File: config.mk
export PLATFORM = sky130hd
export DESIGN_NAME = lo_commutating_demod
export DESIGN_NICKNAME = d
export VERILOG_FILES = /design/src/rtl/lo_commutating_demod.sv
export SDC_FILE = /design/constraint.sdc
export NUM_CORES = 1
export LEC_CHECK = 0
export BUFFER_PORTS_ARGS = -buffer_cell sky130_fd_sc_hd__clkbuf_2
export CORE_MARGIN = 2
export CORE_UTILIZATION = 46
export CTS_CLUSTER_SIZE = 14
export DETAILED_ROUTE_END_ITERATION = 7
export PLACE_DENSITY = 0.66
export SYNTH_ARGS = -nofsm -noshare
export SYNTH_HDL_FRONTEND = slang
export SYNTH_SLANG_ARGS = --single-unit
File: constraint.sdc
create_clock -name clk -period 5.85 [get_ports clk]
set_input_delay 1.17 -clock clk [delete_from_list [all_inputs] [get_ports clk]]
set_output_delay 1.17 -clock clk [all_outputs]
set_load 0.05 [all_outputs]
File: src/rtl/lo_commutating_demod.sv
// Square-wave LO commutating demodulator: multiplies IF samples by +/-1 from an
// NCO phase MSB, then integrates and dumps every DECIM accepted samples.
module lo_commutating_demod #(
  parameter int DATA_W  = 16,
  parameter int PHASE_W = 24,
  parameter int DECIM   = 64,
  localparam int ACC_W  = DATA_W + 1 + $clog2(DECIM)
) (
  input  logic                      clk,
  input  logic                      rst_n,
  input  logic                      enable,
  input  logic [PHASE_W-1:0]        phase_inc,
  input  logic                      phase_sync,
  input  logic                      in_valid,
  input  logic signed [DATA_W-1:0]  in_data,
  output logic                      out_valid,
  input  logic                      out_ready,
  output logic signed [ACC_W-1:0]   out_data,
  output logic                      lo_out,
  output logic                      overrun
);

  localparam int CNT_W = $clog2(DECIM);
  localparam int EXT_W = ACC_W - DATA_W - 1;
  localparam logic [CNT_W-1:0] LAST_CNT = CNT_W'(DECIM - 1);

  localparam logic [0:0] ST_IDLE = 1'b0;
  localparam logic [0:0] ST_RUN  = 1'b1;

  logic [0:0]               state_q,     state_d;
  logic [PHASE_W-1:0]       phase_q,     phase_d;
  logic signed [ACC_W-1:0]  acc_q,       acc_d;
  logic [CNT_W-1:0]         count_q,     count_d;
  logic                     out_valid_q, out_valid_d;
  logic signed [ACC_W-1:0]  out_data_q,  out_data_d;
  logic                     lo_q,        lo_d;
  logic                     overrun_q,   overrun_d;

  logic                     accept;
  logic                     dump;
  logic                     xfer;
  logic signed [DATA_W:0]   sample_ext;
  logic signed [DATA_W:0]   product;
  logic signed [ACC_W-1:0]  product_ext;
  logic signed [ACC_W-1:0]  frame_sum;

  // Product is one bit wider than the sample so negating the most negative input is exact.
  always_comb begin
    accept      = (state_q == ST_RUN) && in_valid && !phase_sync;
    sample_ext  = {in_data[DATA_W-1], in_data};
    product     = phase_q[PHASE_W-1] ? -sample_ext : sample_ext;
    product_ext = {{EXT_W{product[DATA_W]}}, product};
    frame_sum   = acc_q + product_ext;
    dump        = accept && (count_q == LAST_CNT);
    xfer        = out_valid_q && out_ready;
  end

  always_comb begin
    state_d     = enable ? ST_RUN : ST_IDLE;
    phase_d     = phase_q;
    acc_d       = acc_q;
    count_d     = count_q;
    out_valid_d = out_valid_q;
    out_data_d  = out_data_q;
    overrun_d   = overrun_q;

    if (phase_sync) begin
      phase_d   = '0;
      acc_d     = '0;
      count_d   = '0;
      overrun_d = 1'b0;
    end else if (accept) begin
      phase_d = phase_q + phase_inc;
      if (dump) begin
        acc_d   = '0;
        count_d = '0;
      end else begin
        acc_d   = frame_sum;
        count_d = count_q + CNT_W'(1);
      end
    end

    // A dump into a stalled output register is dropped and flagged rather than stalling frames.
    if (dump) begin
      if (!out_valid_q || out_ready) begin
        out_data_d  = frame_sum;
        out_valid_d = 1'b1;
      end else begin
        overrun_d = 1'b1;
      end
    end else if (xfer) begin
      out_valid_d = 1'b0;
    end

    lo_d = phase_d[PHASE_W-1];
  end

  always_ff @(posedge clk) begin
    if (!rst_n) begin
      state_q     <= ST_IDLE;
      phase_q     <= '0;
      acc_q       <= '0;
      count_q     <= '0;
      out_valid_q <= 1'b0;
      out_data_q  <= '0;
      lo_q        <= 1'b0;
      overrun_q   <= 1'b0;
    end else begin
      state_q     <= state_d;
      phase_q     <= phase_d;
      acc_q       <= acc_d;
      count_q     <= count_d;
      out_valid_q <= out_valid_d;
      out_data_q  <= out_data_d;
      lo_q        <= lo_d;
      overrun_q   <= overrun_d;
    end
  end

  assign out_valid = out_valid_q;
  assign out_data  = out_data_q;
  assign lo_out    = lo_q;
  assign overrun   = overrun_q;

endmodule

==> PnR_summary.wiki <==
{| class="wikitable"
! Metric !! Value
|-
| Max Root-Sink Buffers || 2
|-
| Worst hold path endpoint || phase_q[8]
|-
| Pin slew with the least headroom to its limit || 1.15 ns
|-
| Fraction of registers with async set/reset || 0%
|-
| Critical path fanouts, max || 7
|-
| Crit end category || flop
|-
| Sequential-to-total area share from yosys stat || 29.7%
|-
| Antenna violation net count after detailed routing || 0
|-
| Top library cells by usage in the layout, fill and taps aside || nand2_1, dfxtp_1, clkbuf_2, a21oi_1, ha_1
|-
| Number of nets in the layout || 827
|-
| Cells along the critical path || clkbuf_2 > nor4_1 > nand3_1 > or2_1 > or4_1 > o21ai_1 > mux2i_2 > ha_1 > a21o_1 > a211o_1 > o22ai_1 > o41ai_2 > xnor2_1 > or4_1 > a31oi_1
|-
| Number of buffers and inverters on the critical path || 1
|-
| DRT iter0 DRCs || 177
|-
| Count of pins over their slew limit || 0
|-
| Average cell area after synthesis || 7.98 µm²
|-
| Placeable Area || 11,400 µm²
|-
| Antenna diode count || 0
|-
| Synth-to-layout area growth || 13.9%
|-
| Placed cell areas || 5780 µm²
|-
| Die Outline Area || 12,400 µm²
|-
| Top FF cell, synth || dfxtp_1
|-
| Slowest library cell on the worst path || or4_1
|-
| Final critical-path setup slack || 1.26 ns
|-
| Count of placed standard cells including taps || 858
|-
| Max-cap violations || 0
|-
| Post-detailed-routing wire length || 13,300 µm
|-
| IO buf count || 71
|-
| Worst supply voltage drop on vdd || 0.000113 V
|-
| Starting utilization of the core area || 46.8%
|-
| Hold path startpoint || phase_q[8]
|-
| Crit Path Category || primary input to flop
|-
| Synth Warn # || 0
|-
| Iteration count of the initial detailed-routing pass || 5
|-
| Sequential cell area || 1580 µm²
|-
| Minimum setup slack after placement || 0.951 ns
|-
| Overflow after GRT || 0
|-
| Fin crit share || 78.4%
|-
| Number of CTS-inserted buffers || 9
|-
| Cell row count || 39
|-
| Gp weighted congestion || 0.933
|-
| Gate count after technology mapping || 667
|-
| Number of cells on the worst hold path || 2
|-
| Clock tree from TritonCTS || done
|-
| HPWL after detailed placement || 9510 µm
|-
| Count of flip-flops with a built-in enable after synthesis || 0
|-
| Fraction of layout cells with a size suffix above 1 || 13.0%
|-
| Final Instance Count excl. Fillers || 873
|-
| Width of the die || 112 µm
|-
| Relative max-transition margin || 22.8%
|-
| Number of antenna violations at the first check in global routing || 0
|-
| Setup bufs post-CTS || 0
|-
| Total number of vias || 4,882
|-
| # DRC || 0
|-
| Clk pin slew, worst setup/hold paths || 0.06 ns
|-
| Flip-flop and latch count after synthesis || 79
|-
| Most frequent standard cell in the layout excluding fill and tap cells || nand2_1
|-
| Wire length of the first global-routing pass || 22,000 µm
|-
| Minimum clock period || 4.59 ns
|-
| Leakage component of the power || 2.63 nW
|-
| Unrepaired setup endpoints after global routing || no
|-
| Height of the chip || 112 µm
|-
| Detailed-route wire length per cell || 15.2 µm
|-
| Filler cell count in the final layout || 1,055
|-
| Cell class contributing the biggest share of worst-path delay || simple AND/OR/NAND/NOR gates
|-
| Gr usage total || 21.4%
|-
| Root cell of the clock tree || clkbuf_16
|-
| Count of cell types in the netlist || 60
|-
| Critical path required time || 6.11 ns
|-
| Via count of the first global-routing pass || 4,652
|-
| Worst hold path type || flop to flop
|-
| Number of hold violations in the final report || 0
|-
| Post-CTS Hold Buffers || 0
|-
| Crit path DAT || 4.84 ns
|-
| Total power density per cell area || 205 nW/µm²
|-
| Total negative slack for setup checks || 0 ns
|-
| Worst path max stage delay || 0.45 ns
|-
| Count of clock tree sinks || 79
|-
| Maximum number of pins on one net before global-route repair || 48
|-
| Cell with the most instances on the worst path || or4_1
|-
| Ports || 72
|-
| Finish-stage setup viols || 0
|-
| Summed instance area of the synthesized netlist || 5320 µm²
|-
| Number of gates resized after cts || 0
|-
| Source-to-sink clock delay at the later pin of the worst-skew pair || 0.34 ns
|-
| Area of the multi-input gates || 3580 µm²
|-
| Maximum level of the CTS H-tree || 3
|-
| Fin Clk Skew || 0.00599 ns
|-
| Maximum clock frequency || 218 MHz
|-
| Worst R2R Path Depth || 11
|-
| Terminus of the critical flop-to-flop path || acc_q[22]
|-
| Drt via density || 5.59
|-
| Category of the worst setup path launch point || primary input
|-
| Beginning of the worst register-to-register path || phase_q[23]
|-
| Post-synth net total || 768
|-
| Worst setup slack for register-to-register paths || 2.11 ns
|-
| Summed area of non-filler cells in the final layout || 6060 µm²
|-
| Worst Hold Slack || 0.456 ns
|-
| Outcome || completed
|}
==> through the flow <==
stage	total power (W)	util [%]
2_1_floorplan	0.000659	-
3_3_place_gp	0.000701	50.8
3_5_place_dp	0.000704	50.8
4_1_cts	0.00125	53.3
5_1_grt	0.00130	53.3
6_report	0.00124	53.3
==> where the power goes <==
part	internal [W]	switching, W	leakage, nW
sequential	0.000542	0.00000282	0.637
combinational	0.0000604	0.0000894	1.85
clock	0.000327	0.000219	0.135
==> registers in the layout, indices dropped and copies added (netlist names) <==
signal     flops
overrun        1
count_q        6
acc_q         23
phase_q       24
out_data      23
out_valid      1
state_q        1
==> kinds of logic (layout without fill, tap and decap cells) <==
family                     count (synthesis)  count (layout)  synth area share [%]
and+or+nand+nor                          229             229                  18.9
AOI/OAI and AO/OA                        203             203                  25.4
DFF                                       79              79                  29.7
xor gates and xnor gates                  56              56                  9.22
adders and majority gates                 55              55                  13.2
buffers and inverters                     43             106                  3.06
muxes                                      2               2                 0.447
==> worst reg2reg max path: stages (launching register included) <==
cell	delay (ns)
dfxtp_1	0.79
o41ai_1	0.21
xnor2_1	0.26
ha_1	0.30
a2111oi_0	0.51
o21a_1	0.28
o31ai_4	0.11
a31oi_2	0.28
o41ai_2	0.12
xnor2_1	0.16
or4_1	0.43
a31oi_1	0.18
==> worst max path at each step <==
stage | startpoint | endpoint | slack, ns | cells after the start
floorplan | in_data[6] | acc_q[22] | 1.44 | 14
global placement | in_data[6] | acc_q[22] | 1.05 | 15
detailed placement | in_data[6] | acc_q[22] | 0.95 | 15
CTS | in_data[6] | acc_q[22] | 1.28 | 15
global route | in_data[6] | acc_q[22] | 1.01 | 15
finish | in_data[6] | acc_q[22] | 1.26 | 15
==> layer usage <==
metal / up-vias / global-route usage (%) / wire [µm] / part of all wire (%)
met5: - / 0 / 0 / 0
li1: 2491 / - / - / -
met3: 21 / 2.67 / 467 / 3.5
met4: 0 / 7.57 / 248 / 1.9
met1: 2272 / 28.7 / 6480 / 49
met2: 98 / 35.9 / 6090 / 46
==> cell usage after synthesis, drive strengths merged (6+ instances only) <==
| cell | n | share of area (%) |
|---|---|---|
| nand2 | 110 | 7.8 |
| nor3 | 9 | 0.85 |
| o31ai | 9 | 1.5 |
| ha | 53 | 12 |
| dfxtp | 79 | 30 |
| inv | 17 | 1.2 |
| xor2 | 14 | 2.3 |
| clkbuf | 23 | 1.6 |
| a22oi | 13 | 1.8 |
| nor2 | 52 | 3.7 |
| xnor2 | 42 | 6.9 |
| a21boi | 18 | 2.5 |
| a211oi | 7 | 0.99 |
| o21a | 6 | 0.85 |
| o21bai | 7 | 0.99 |
| nand3 | 20 | 1.9 |
| a21oi | 61 | 5.8 |
| a21o | 19 | 2.7 |
| o21ai | 31 | 2.9 |
| nand2b | 7 | 0.82 |
==> layout make-up <==
class | instances | area share (%)
Clock buffer | 11 | 3.84
Clock inverter | 4 | 0.785
Inverter | 17 | 1.05
Multi-Input combinational cell | 545 | 59.0
Sequential cell | 79 | 26.1
Tap cell | 143 | 2.95
Timing Repair Buffer | 74 | 6.24
No activity file was read; power rests on OpenSTA's default activity.
